===== src/rtl/decoder_pkg.sv =====
// Shared encodings for the instruction decoder: op classes, ALU codes, operand select formats.
package decoder_pkg;

  typedef enum logic [1:0] {
    OpData   = 2'b00,
    OpMem    = 2'b01,
    OpBranch = 2'b10,
    OpNop    = 2'b11
  } op_e;

  typedef enum logic [2:0] {
    AluAdd   = 3'b000,
    AluSub   = 3'b001,
    AluAnd   = 3'b010,
    AluOrr   = 3'b011,
    AluMul   = 3'b100,
    AluMov   = 3'b101,
    AluMovhi = 3'b110
  } alu_ctrl_e;

  typedef enum logic [1:0] {
    ImmDp     = 2'b00,
    ImmMem    = 2'b01,
    ImmBranch = 2'b10
  } imm_src_e;

  typedef enum logic [1:0] {
    RegSrcDp     = 2'b00,
    RegSrcBranch = 2'b01,
    RegSrcStr    = 2'b10
  } reg_src_e;

  localparam logic [3:0] CmdAnd = 4'b0000;
  localparam logic [3:0] CmdSub = 4'b0001;
  localparam logic [3:0] CmdAdd = 4'b0010;
  localparam logic [3:0] CmdCmp = 4'b1010;
  localparam logic [3:0] CmdOrr = 4'b1100;
  localparam logic [3:0] CmdMov = 4'b1110;

  localparam logic [3:0] MUL_MARK   = 4'b1001;
  localparam logic [3:0] MOVHI_MARK = 4'b1110;

  localparam logic [3:0] PcIndex = 4'b1111;

  // Full registered control word.
  typedef struct packed {
    logic [2:0] alu_control;
    logic [1:0] flag_w;
    logic       pcs;
    logic       reg_w;
    logic       mem_w;
    logic       no_write;
    logic       mem_to_reg;
    logic       alu_src;
    logic [1:0] imm_src;
    logic [1:0] reg_src;
  } ctrl_t;

  // Commands whose carry/overflow results are architecturally visible.
  function automatic logic is_arith(logic [3:0] cmd);
    return (cmd == CmdAdd) || (cmd == CmdSub) || (cmd == CmdCmp);
  endfunction

endpackage


===== src/rtl/decoder_main_dec.sv =====
// Main decoder: instruction class to datapath steering; ALU detail is resolved by the parent.
module main_dec
  import decoder_pkg::*;
(
  input  logic [1:0] op_i,
  input  logic       imm_i,
  input  logic       s_i,
  output logic [1:0] reg_src_o,
  output logic [1:0] imm_src_o,
  output logic       alu_src_o,
  output logic       mem_to_reg_o,
  output logic       reg_w_o,
  output logic       mem_w_o,
  output logic       branch_o,
  output logic       alu_op_o
);

  always_comb begin
    reg_src_o    = RegSrcDp;
    imm_src_o    = ImmDp;
    alu_src_o    = 1'b0;
    mem_to_reg_o = 1'b0;
    reg_w_o      = 1'b0;
    mem_w_o      = 1'b0;
    branch_o     = 1'b0;
    alu_op_o     = 1'b0;
    unique case (op_i)
      OpData: begin
        alu_src_o = imm_i;
        reg_w_o   = 1'b1;
        alu_op_o  = 1'b1;
      end
      OpMem: begin
        imm_src_o = ImmMem;
        alu_src_o = 1'b1;
        if (s_i) begin
          mem_to_reg_o = 1'b1;
          reg_w_o      = 1'b1;
        end else begin
          reg_src_o = RegSrcStr;
          mem_w_o   = 1'b1;
        end
      end
      OpBranch: begin
        reg_src_o = RegSrcBranch;
        imm_src_o = ImmBranch;
        alu_src_o = 1'b1;
        branch_o  = 1'b1;
      end
      OpNop: begin
      end
      default: begin
      end
    endcase
  end

endmodule


===== src/rtl/decoder.sv =====
// Instruction decoder: class decode via main_dec, ALU/flag/PC decode here, one-cycle registered output.
module decoder
  import decoder_pkg::*;
(
  input  logic       clk,
  input  logic       reset,
  input  logic [1:0] Op,
  input  logic [5:0] Funct,
  input  logic [3:0] Rd,
  input  logic [3:0] Mul,
  input  logic [3:0] movhi,
  output logic [2:0] ALUControl,
  output logic [1:0] FlagW,
  output logic       PCS,
  output logic       RegW,
  output logic       MemW,
  output logic       NoWrite,
  output logic       MemtoReg,
  output logic       ALUSrc,
  output logic [1:0] ImmSrc,
  output logic [1:0] RegSrc
);

  logic [3:0] cmd;
  logic       s_bit;
  logic [1:0] md_reg_src, md_imm_src;
  logic       md_alu_src, md_mem_to_reg, md_reg_w, md_mem_w, md_branch, md_alu_op;
  logic [2:0] dp_alu;
  logic       dp_known;
  logic       reg_w_next;
  ctrl_t      ctrl_d, ctrl_q;

  assign cmd   = Funct[4:1];
  assign s_bit = Funct[0];

  main_dec u_main_dec (
    .op_i         (Op),
    .imm_i        (Funct[5]),
    .s_i          (s_bit),
    .reg_src_o    (md_reg_src),
    .imm_src_o    (md_imm_src),
    .alu_src_o    (md_alu_src),
    .mem_to_reg_o (md_mem_to_reg),
    .reg_w_o      (md_reg_w),
    .mem_w_o      (md_mem_w),
    .branch_o     (md_branch),
    .alu_op_o     (md_alu_op)
  );

  // Marker-qualified ops take precedence over the plain cmd table.
  always_comb begin
    dp_alu   = AluAdd;
    dp_known = 1'b1;
    if (Mul == MUL_MARK && cmd == CmdAnd) begin
      dp_alu = AluMul;
    end else if (cmd == CmdMov && movhi == MOVHI_MARK) begin
      dp_alu = AluMovhi;
    end else begin
      case (cmd)
        CmdMov:  dp_alu = AluMov;
        CmdAdd:  dp_alu = AluAdd;
        CmdSub:  dp_alu = AluSub;
        CmdCmp:  dp_alu = AluSub;
        CmdAnd:  dp_alu = AluAnd;
        CmdOrr:  dp_alu = AluOrr;
        default: begin
          dp_alu   = AluAdd;
          dp_known = 1'b0;
        end
      endcase
    end
  end

  always_comb begin
    ctrl_d            = '0;
    ctrl_d.reg_src    = md_reg_src;
    ctrl_d.imm_src    = md_imm_src;
    ctrl_d.alu_src    = md_alu_src;
    ctrl_d.mem_to_reg = md_mem_to_reg;
    ctrl_d.mem_w      = md_mem_w;
    reg_w_next        = md_reg_w;
    if (md_alu_op) begin
      ctrl_d.alu_control = dp_alu;
      ctrl_d.no_write    = (cmd == CmdCmp);
      ctrl_d.flag_w      = {s_bit, s_bit & is_arith(cmd)};
      reg_w_next         = md_reg_w & dp_known & (cmd != CmdCmp);
    end
    ctrl_d.reg_w = reg_w_next;
    // A register write to the PC index redirects fetch just like a branch.
    ctrl_d.pcs   = ((Rd == PcIndex) & reg_w_next) | md_branch;
  end

  always_ff @(posedge clk or posedge reset) begin
    if (reset) begin
      ctrl_q <= '0;
    end else begin
      ctrl_q <= ctrl_d;
    end
  end

  assign ALUControl = ctrl_q.alu_control;
  assign FlagW      = ctrl_q.flag_w;
  assign PCS        = ctrl_q.pcs;
  assign RegW       = ctrl_q.reg_w;
  assign MemW       = ctrl_q.mem_w;
  assign NoWrite    = ctrl_q.no_write;
  assign MemtoReg   = ctrl_q.mem_to_reg;
  assign ALUSrc     = ctrl_q.alu_src;
  assign ImmSrc     = ctrl_q.imm_src;
  assign RegSrc     = ctrl_q.reg_src;

endmodule


===== config.mk =====
export PLATFORM = sky130hd
export DESIGN_NAME = decoder
export DESIGN_NICKNAME = d
export VERILOG_FILES = /design/src/rtl/decoder_pkg.sv /design/src/rtl/decoder_main_dec.sv /design/src/rtl/decoder.sv
export SDC_FILE = /design/constraint.sdc
export NUM_CORES = 1
export LEC_CHECK = 0
export ABC_AREA = 1
export ABC_CLOCK_PERIOD_IN_PS = 1300
export CORE_MARGIN = 4
export CORE_UTILIZATION = 42
export CTS_CLUSTER_DIAMETER = 50
export DETAILED_ROUTE_END_ITERATION = 16
export PLACE_DENSITY = 0.83
export SLEW_MARGIN = 20
export SYNTH_ARGS = -nofsm -noshare
export SYNTH_HDL_FRONTEND = slang
export SYNTH_HIERARCHICAL = 1
export SYNTH_SLANG_ARGS = --single-unit

===== constraint.sdc =====
create_clock -name clk -period 1.3 [get_ports clk]
set_clock_uncertainty 0.1 [all_clocks]
set_input_delay 0.26 -clock clk [delete_from_list [all_inputs] [get_ports clk]]
set_output_delay 0.26 -clock clk [all_outputs]
set_load 0.03 [all_outputs]

# Yosys cells after proc, flatten, opt, wreduce, memory -nomap -nowiden
# Index checks and enable logic that the tools add are counted.
# word_totals
ff_bits	15
memories	0
romBits	0
elab_cells	55
out_inout_bits	15
latch_bits	0
ram_bits	0
in_bits	22
# op_classes
shifts	0
n_eq_ne	11
n_mul	0
n_reduce_logical	9
n_addsub	0
bitwise	5
n_mux	20
div	0
magnitude_cmp	0
# ops
op	n
$eq A4 B4 Y1 const B	6
$pmux W3 S4	1
$mux W1	11
$pmux W2 S2	2
$mux W3	2
$reduce_or A6 Y1	1
$mux W5	1
$and A1 B1 Y1	4
$eq A4 B1 Y1 const B	1
$eq A4 B2 Y1 const B	1
$logic_not A4 Y1	1
$ne A4 B4 Y1 const B	1
$pmux W1 S2	2
$reduce_or A2 Y1	2
$eq A2 B1 Y1 const B	1
$eq A2 B2 Y1 const B	1
$logic_and A1 B1 Y1	2
$logic_not A2 Y1	1
$logic_or A1 B1 Y1	2
$mux W2	1
$or A1 B1 Y1	1

# Depth between registers and ports, before layout
# logic_depth
word_depth	10
ltp_mapped	8
ltp_nobuf	8

# Modules after synthesis
# Netlist, hierarchy kept.
# modules_own_cells
mod	seq_area_each_um2	cells_each	area_each_um2	instances
decoder	375.4	66	624.3	1
main_dec	0.0	19	131.4	1

# Worst setup path after synthesis
# Ideal clock, no wire load.
# synth_path
path_type	input to register
from	input Op[1]
to	register ctrl_q, in the netlist PCS
slack_ns	0.151
setup_ns	0.117
path_stages	7
t_required_ns	1.083
n_path_buf	0
arrival_time_ns	0.933
path_cell_list	inv_1 > ha_1 > nand3_2 > nand2_2 > inv_2 > nand3_2 > nand2_1
# synth_lines
item	line_no	source
start: declaration	decoder.sv:7	input logic [1:0] Op,
end signal: assignment	decoder.sv:97	ctrl_q <= ctrl_d;
end: declaration	decoder.sv:31	ctrl_t ctrl_d, ctrl_q;

# Final worst setup path
# layout_path
from	register ctrl_q, in the netlist PCS
to	output PCS
# layout_lines
item	line_no	source
end: declaration	decoder.sv:14	output logic PCS,
# No word-level cell between the ends.

==> flow_summary.yaml <==
pwr:
  power.density_mw_per_mm2: 801
  power_leakage_nw: 0.706
  power_mw: 1.00
  irDropWorstVdd_uv: 416
clocking:
  cts.clk_slew.worst_paths_ns: 0.08
  cts_htree_levels: 1
  cts.hold.buffers_added: 0
  clockRootBuffer: "sky130_fd_sc_hd__clkbuf_4"
  cts_max_path_buffers: 2
  clkSinkCount: 15
  cts_tree: "yes"
  cts_inserted_buffers: 3
die:
  initial_core_util_pct: 44.2
  die_area_sq_mm: 0.00254
  num_io_pins: 37
  placementRows: 15
  core_region_area_sq_mm: 0.00171
  die_y_microns: 50.4
  die_span_in_x_microns: 50.4
setup_path:
  worst_path_largest_cell_delay_ns: 0.39
  setup.worst_path.end_class: "output port"
  worst-endpoint-required_ns: 0.94
  critical_path.cell_chain: "buf_4"
  worst_ep_arrival_time_ns: 0.84
  start_kind: "register"
  timing.critical_path.slowest_stage_cell: "sky130_fd_sc_hd__dfrtp_1"
  cp_top_family: "flip-flops"
  worstPathBufferInverterCount: 1
  crit_path_max_fanout: 1
  setup.worst_path.class: "register to output port"
synthesis:
  synth.avg_cell_area_sq_um: 8.89
  yosys-top-cells-area: "sky130_fd_sc_hd__dfrtp_1 50%, sky130_fd_sc_hd__inv_1 8.9%, sky130_fd_sc_hd__ha_1 8.3%"
  yosys_register_bits: 15
  synth_cell_type_count: 19
  synthCells: 85
  post_synth_instance_area_sq_um: 756
  synth.yosys.warnings: 6
  yosysTopAreaCell: "sky130_fd_sc_hd__dfrtp_1"
  synth_fp_nets: 112
  portion_of_synthesized_cell_area_occupied_by_the_leading_cell_type_pct: 49.7
  seq_area_frac_synth_pct: 49.7
sta:
  final_period_demand_of_the_worst_path_ns: 1.20
  timing.max_slew.rel_slack_pct: 85.8
  max_freq_mhz: 835
  number_of_hold_violations_in_the_final_report: 0
  setup_viol: 0
  min_period_over_period_pct: 92.1
  worst_pin_slew_ns: 0.213
  final-max-slew-violation-count: 0
  fin_hold_ws_ns: 0.178
  rsz_0062_raised_after_global_routing: "false"
place:
  detailed_place_hpwl_mm: 1.38
  place.port_buffers: 36
  routabilityCongestion: 0.707
  place.detailed.instances: 153
  postPlaceCellArea_sq_mm: 0.00116
global_routing:
  largest_net_degree_at_the_start_of_global_routing: 16
  global_route.usage.total_pct: 14.6
  globalRouteOverflowTotal: 0
  grt_antenna_before_repair: 0
  first_pass_grt_wire_length_mm: 2.76
  first_global_vias: 644
run_status:
  status: "complete, no violations"
layout:
  fin_area_sq_mm: 0.00125
  multi_input_comb_area_sq_um: 320
  insertedDiodeCount: 0
  area_taken_by_flip_flops_and_latches_sq_um: 375
  post_route_cells_drive_above_1_share_pct: 37.6
  layout.filler_cells: 128
  nets: 161
  post-route-util_pct: 73.1
  syn2layout_area_growth_pct: 65.2
  layout.cells.non_filler: 158
detailed_routing:
  detail-route-antenna-nets: 0
  drt-pass1-iter-count: 4
  num_vias: 680
  dr.first_iter.drc_count: 8
  route.detailed.drc: 0
  avgRoutedWirePerCell_microns: 11.1
  viasPerCell: 4.30
  finalWirelength_mm: 1.75
hold_path:
  holdCritPathClass: "input port to asynchronous set/reset pin"
run:
  maxCapViolations: 0
registers in the layout, indices dropped and copies added, names as in the netlist:
| name | flops |
|---|---|
| ALUControl | 3 |
| ALUSrc | 1 |
| FlagW | 2 |
| ImmSrc | 2 |
| MemW | 1 |
| MemtoReg | 1 |
| NoWrite | 1 |
| PCS | 1 |
| RegSrc | 2 |
| RegW | 1 |
worst max-delay path by stage:
stage	slack, ns	startpoint	cells past startpoint	to
global route	0.05	Mul[0]	5	ALUControl[2]
CTS	0.03	Op[1]	9	PCS
global placement	-0.31	Op[0]	9	PCS
detailed placement	-0.37	Op[0]	9	PCS
floorplan	0.15	Op[1]	7	PCS
finish	0.10	PCS	1	PCS
cells in the mapped netlist:
cell type / number
sky130_fd_sc_hd__inv_1: 18
sky130_fd_sc_hd__inv_2: 2
sky130_fd_sc_hd__a21oi_1: 2
sky130_fd_sc_hd__nor2_1: 8
sky130_fd_sc_hd__a21oi_2: 1
sky130_fd_sc_hd__dfrtp_1: 15
sky130_fd_sc_hd__nand2_2: 4
sky130_fd_sc_hd__a31oi_1: 2
sky130_fd_sc_hd__ha_1: 5
sky130_fd_sc_hd__a21boi_0: 1
sky130_fd_sc_hd__nand3_1: 2
sky130_fd_sc_hd__nor2_4: 1
sky130_fd_sc_hd__nand2_1: 14
sky130_fd_sc_hd__nand3_2: 3
sky130_fd_sc_hd__o21ai_1: 1
sky130_fd_sc_hd__buf_4: 3
sky130_fd_sc_hd__nand4_1: 1
sky130_fd_sc_hd__nor2_2: 1
sky130_fd_sc_hd__nor3_1: 1
power breakdown:
part	internal, mW	total [mW]	switching (mW)
combinational	0.130	0.264	0.134
sequential	0.486	0.492	0.00598
clock	0.119	0.245	0.126
total	0.734	1.00	0.266
logic make-up after synthesis:
kind of cell | after synthesis | synth area share [%]
simple gates | 35 | 23.3
buf+inv | 23 | 12.9
flops | 15 | 49.7
compound gates | 7 | 5.79
fa+ha+maj | 5 | 8.28
per-stage QoR:
stage	TNS, ns	worst slack (ns)
2_1_floorplan	0	0.151
3_3_place_gp	-2.34	-0.314
3_5_place_dp	-2.81	-0.367
4_1_cts	0	0.0288
5_1_grt	0	0.0521
6_report	0	0.103
layout make-up:
class                           instances  share of cell area, %
Clock buffer                            4                   2.10
Tap cell                               25                   2.51
Timing Repair Buffer                   47                   33.7
Sequential cell                        15                   30.1
Multi-Input combinational cell         47                   25.7
Inverter                               20                   6.01
metal layers:
metal	track usage, %	share of wire (%)	vias up
li1	-	-	350
met1	16.1	39	310
met2	26.5	56	20
met3	2.08	5.1	0
met4	8.07	0	0
met5	0	0	-
worst min-delay path, stage by stage:
cell and delay [ns]:
sky130_fd_sc_hd__clkdlybuf4s50_1 0.40, sky130_fd_sc_hd__inv_1 0.05, sky130_fd_sc_hd__buf_4 0.20
layout by cell type (no fill, tap or decap), types with 2 or more instances in the layout:
| cell | instances |
|---|---|
| sky130_fd_sc_hd__buf_4 | 25 |
| sky130_fd_sc_hd__inv_1 | 16 |
| sky130_fd_sc_hd__dfrtp_1 | 15 |
| sky130_fd_sc_hd__clkdlybuf4s50_1 | 15 |
| sky130_fd_sc_hd__nand2_1 | 13 |
| sky130_fd_sc_hd__nor2_1 | 6 |
| sky130_fd_sc_hd__nand2_2 | 5 |
| sky130_fd_sc_hd__dlymetal6s2s_1 | 5 |
| sky130_fd_sc_hd__inv_2 | 4 |
| sky130_fd_sc_hd__nand3_2 | 3 |
| sky130_fd_sc_hd__clkbuf_4 | 3 |
| sky130_fd_sc_hd__ha_1 | 3 |
| sky130_fd_sc_hd__nor2_2 | 2 |
| sky130_fd_sc_hd__nand3_1 | 2 |
| sky130_fd_sc_hd__a21oi_1 | 2 |
| sky130_fd_sc_hd__nor2_4 | 2 |
what timing repair did:
action	in CTS	in global routing
pin swaps	0	2
setup endpoints to repair	5	6
resized for setup	6	12
buffers inserted	0	1
Power figures use the tool's default switching activity.
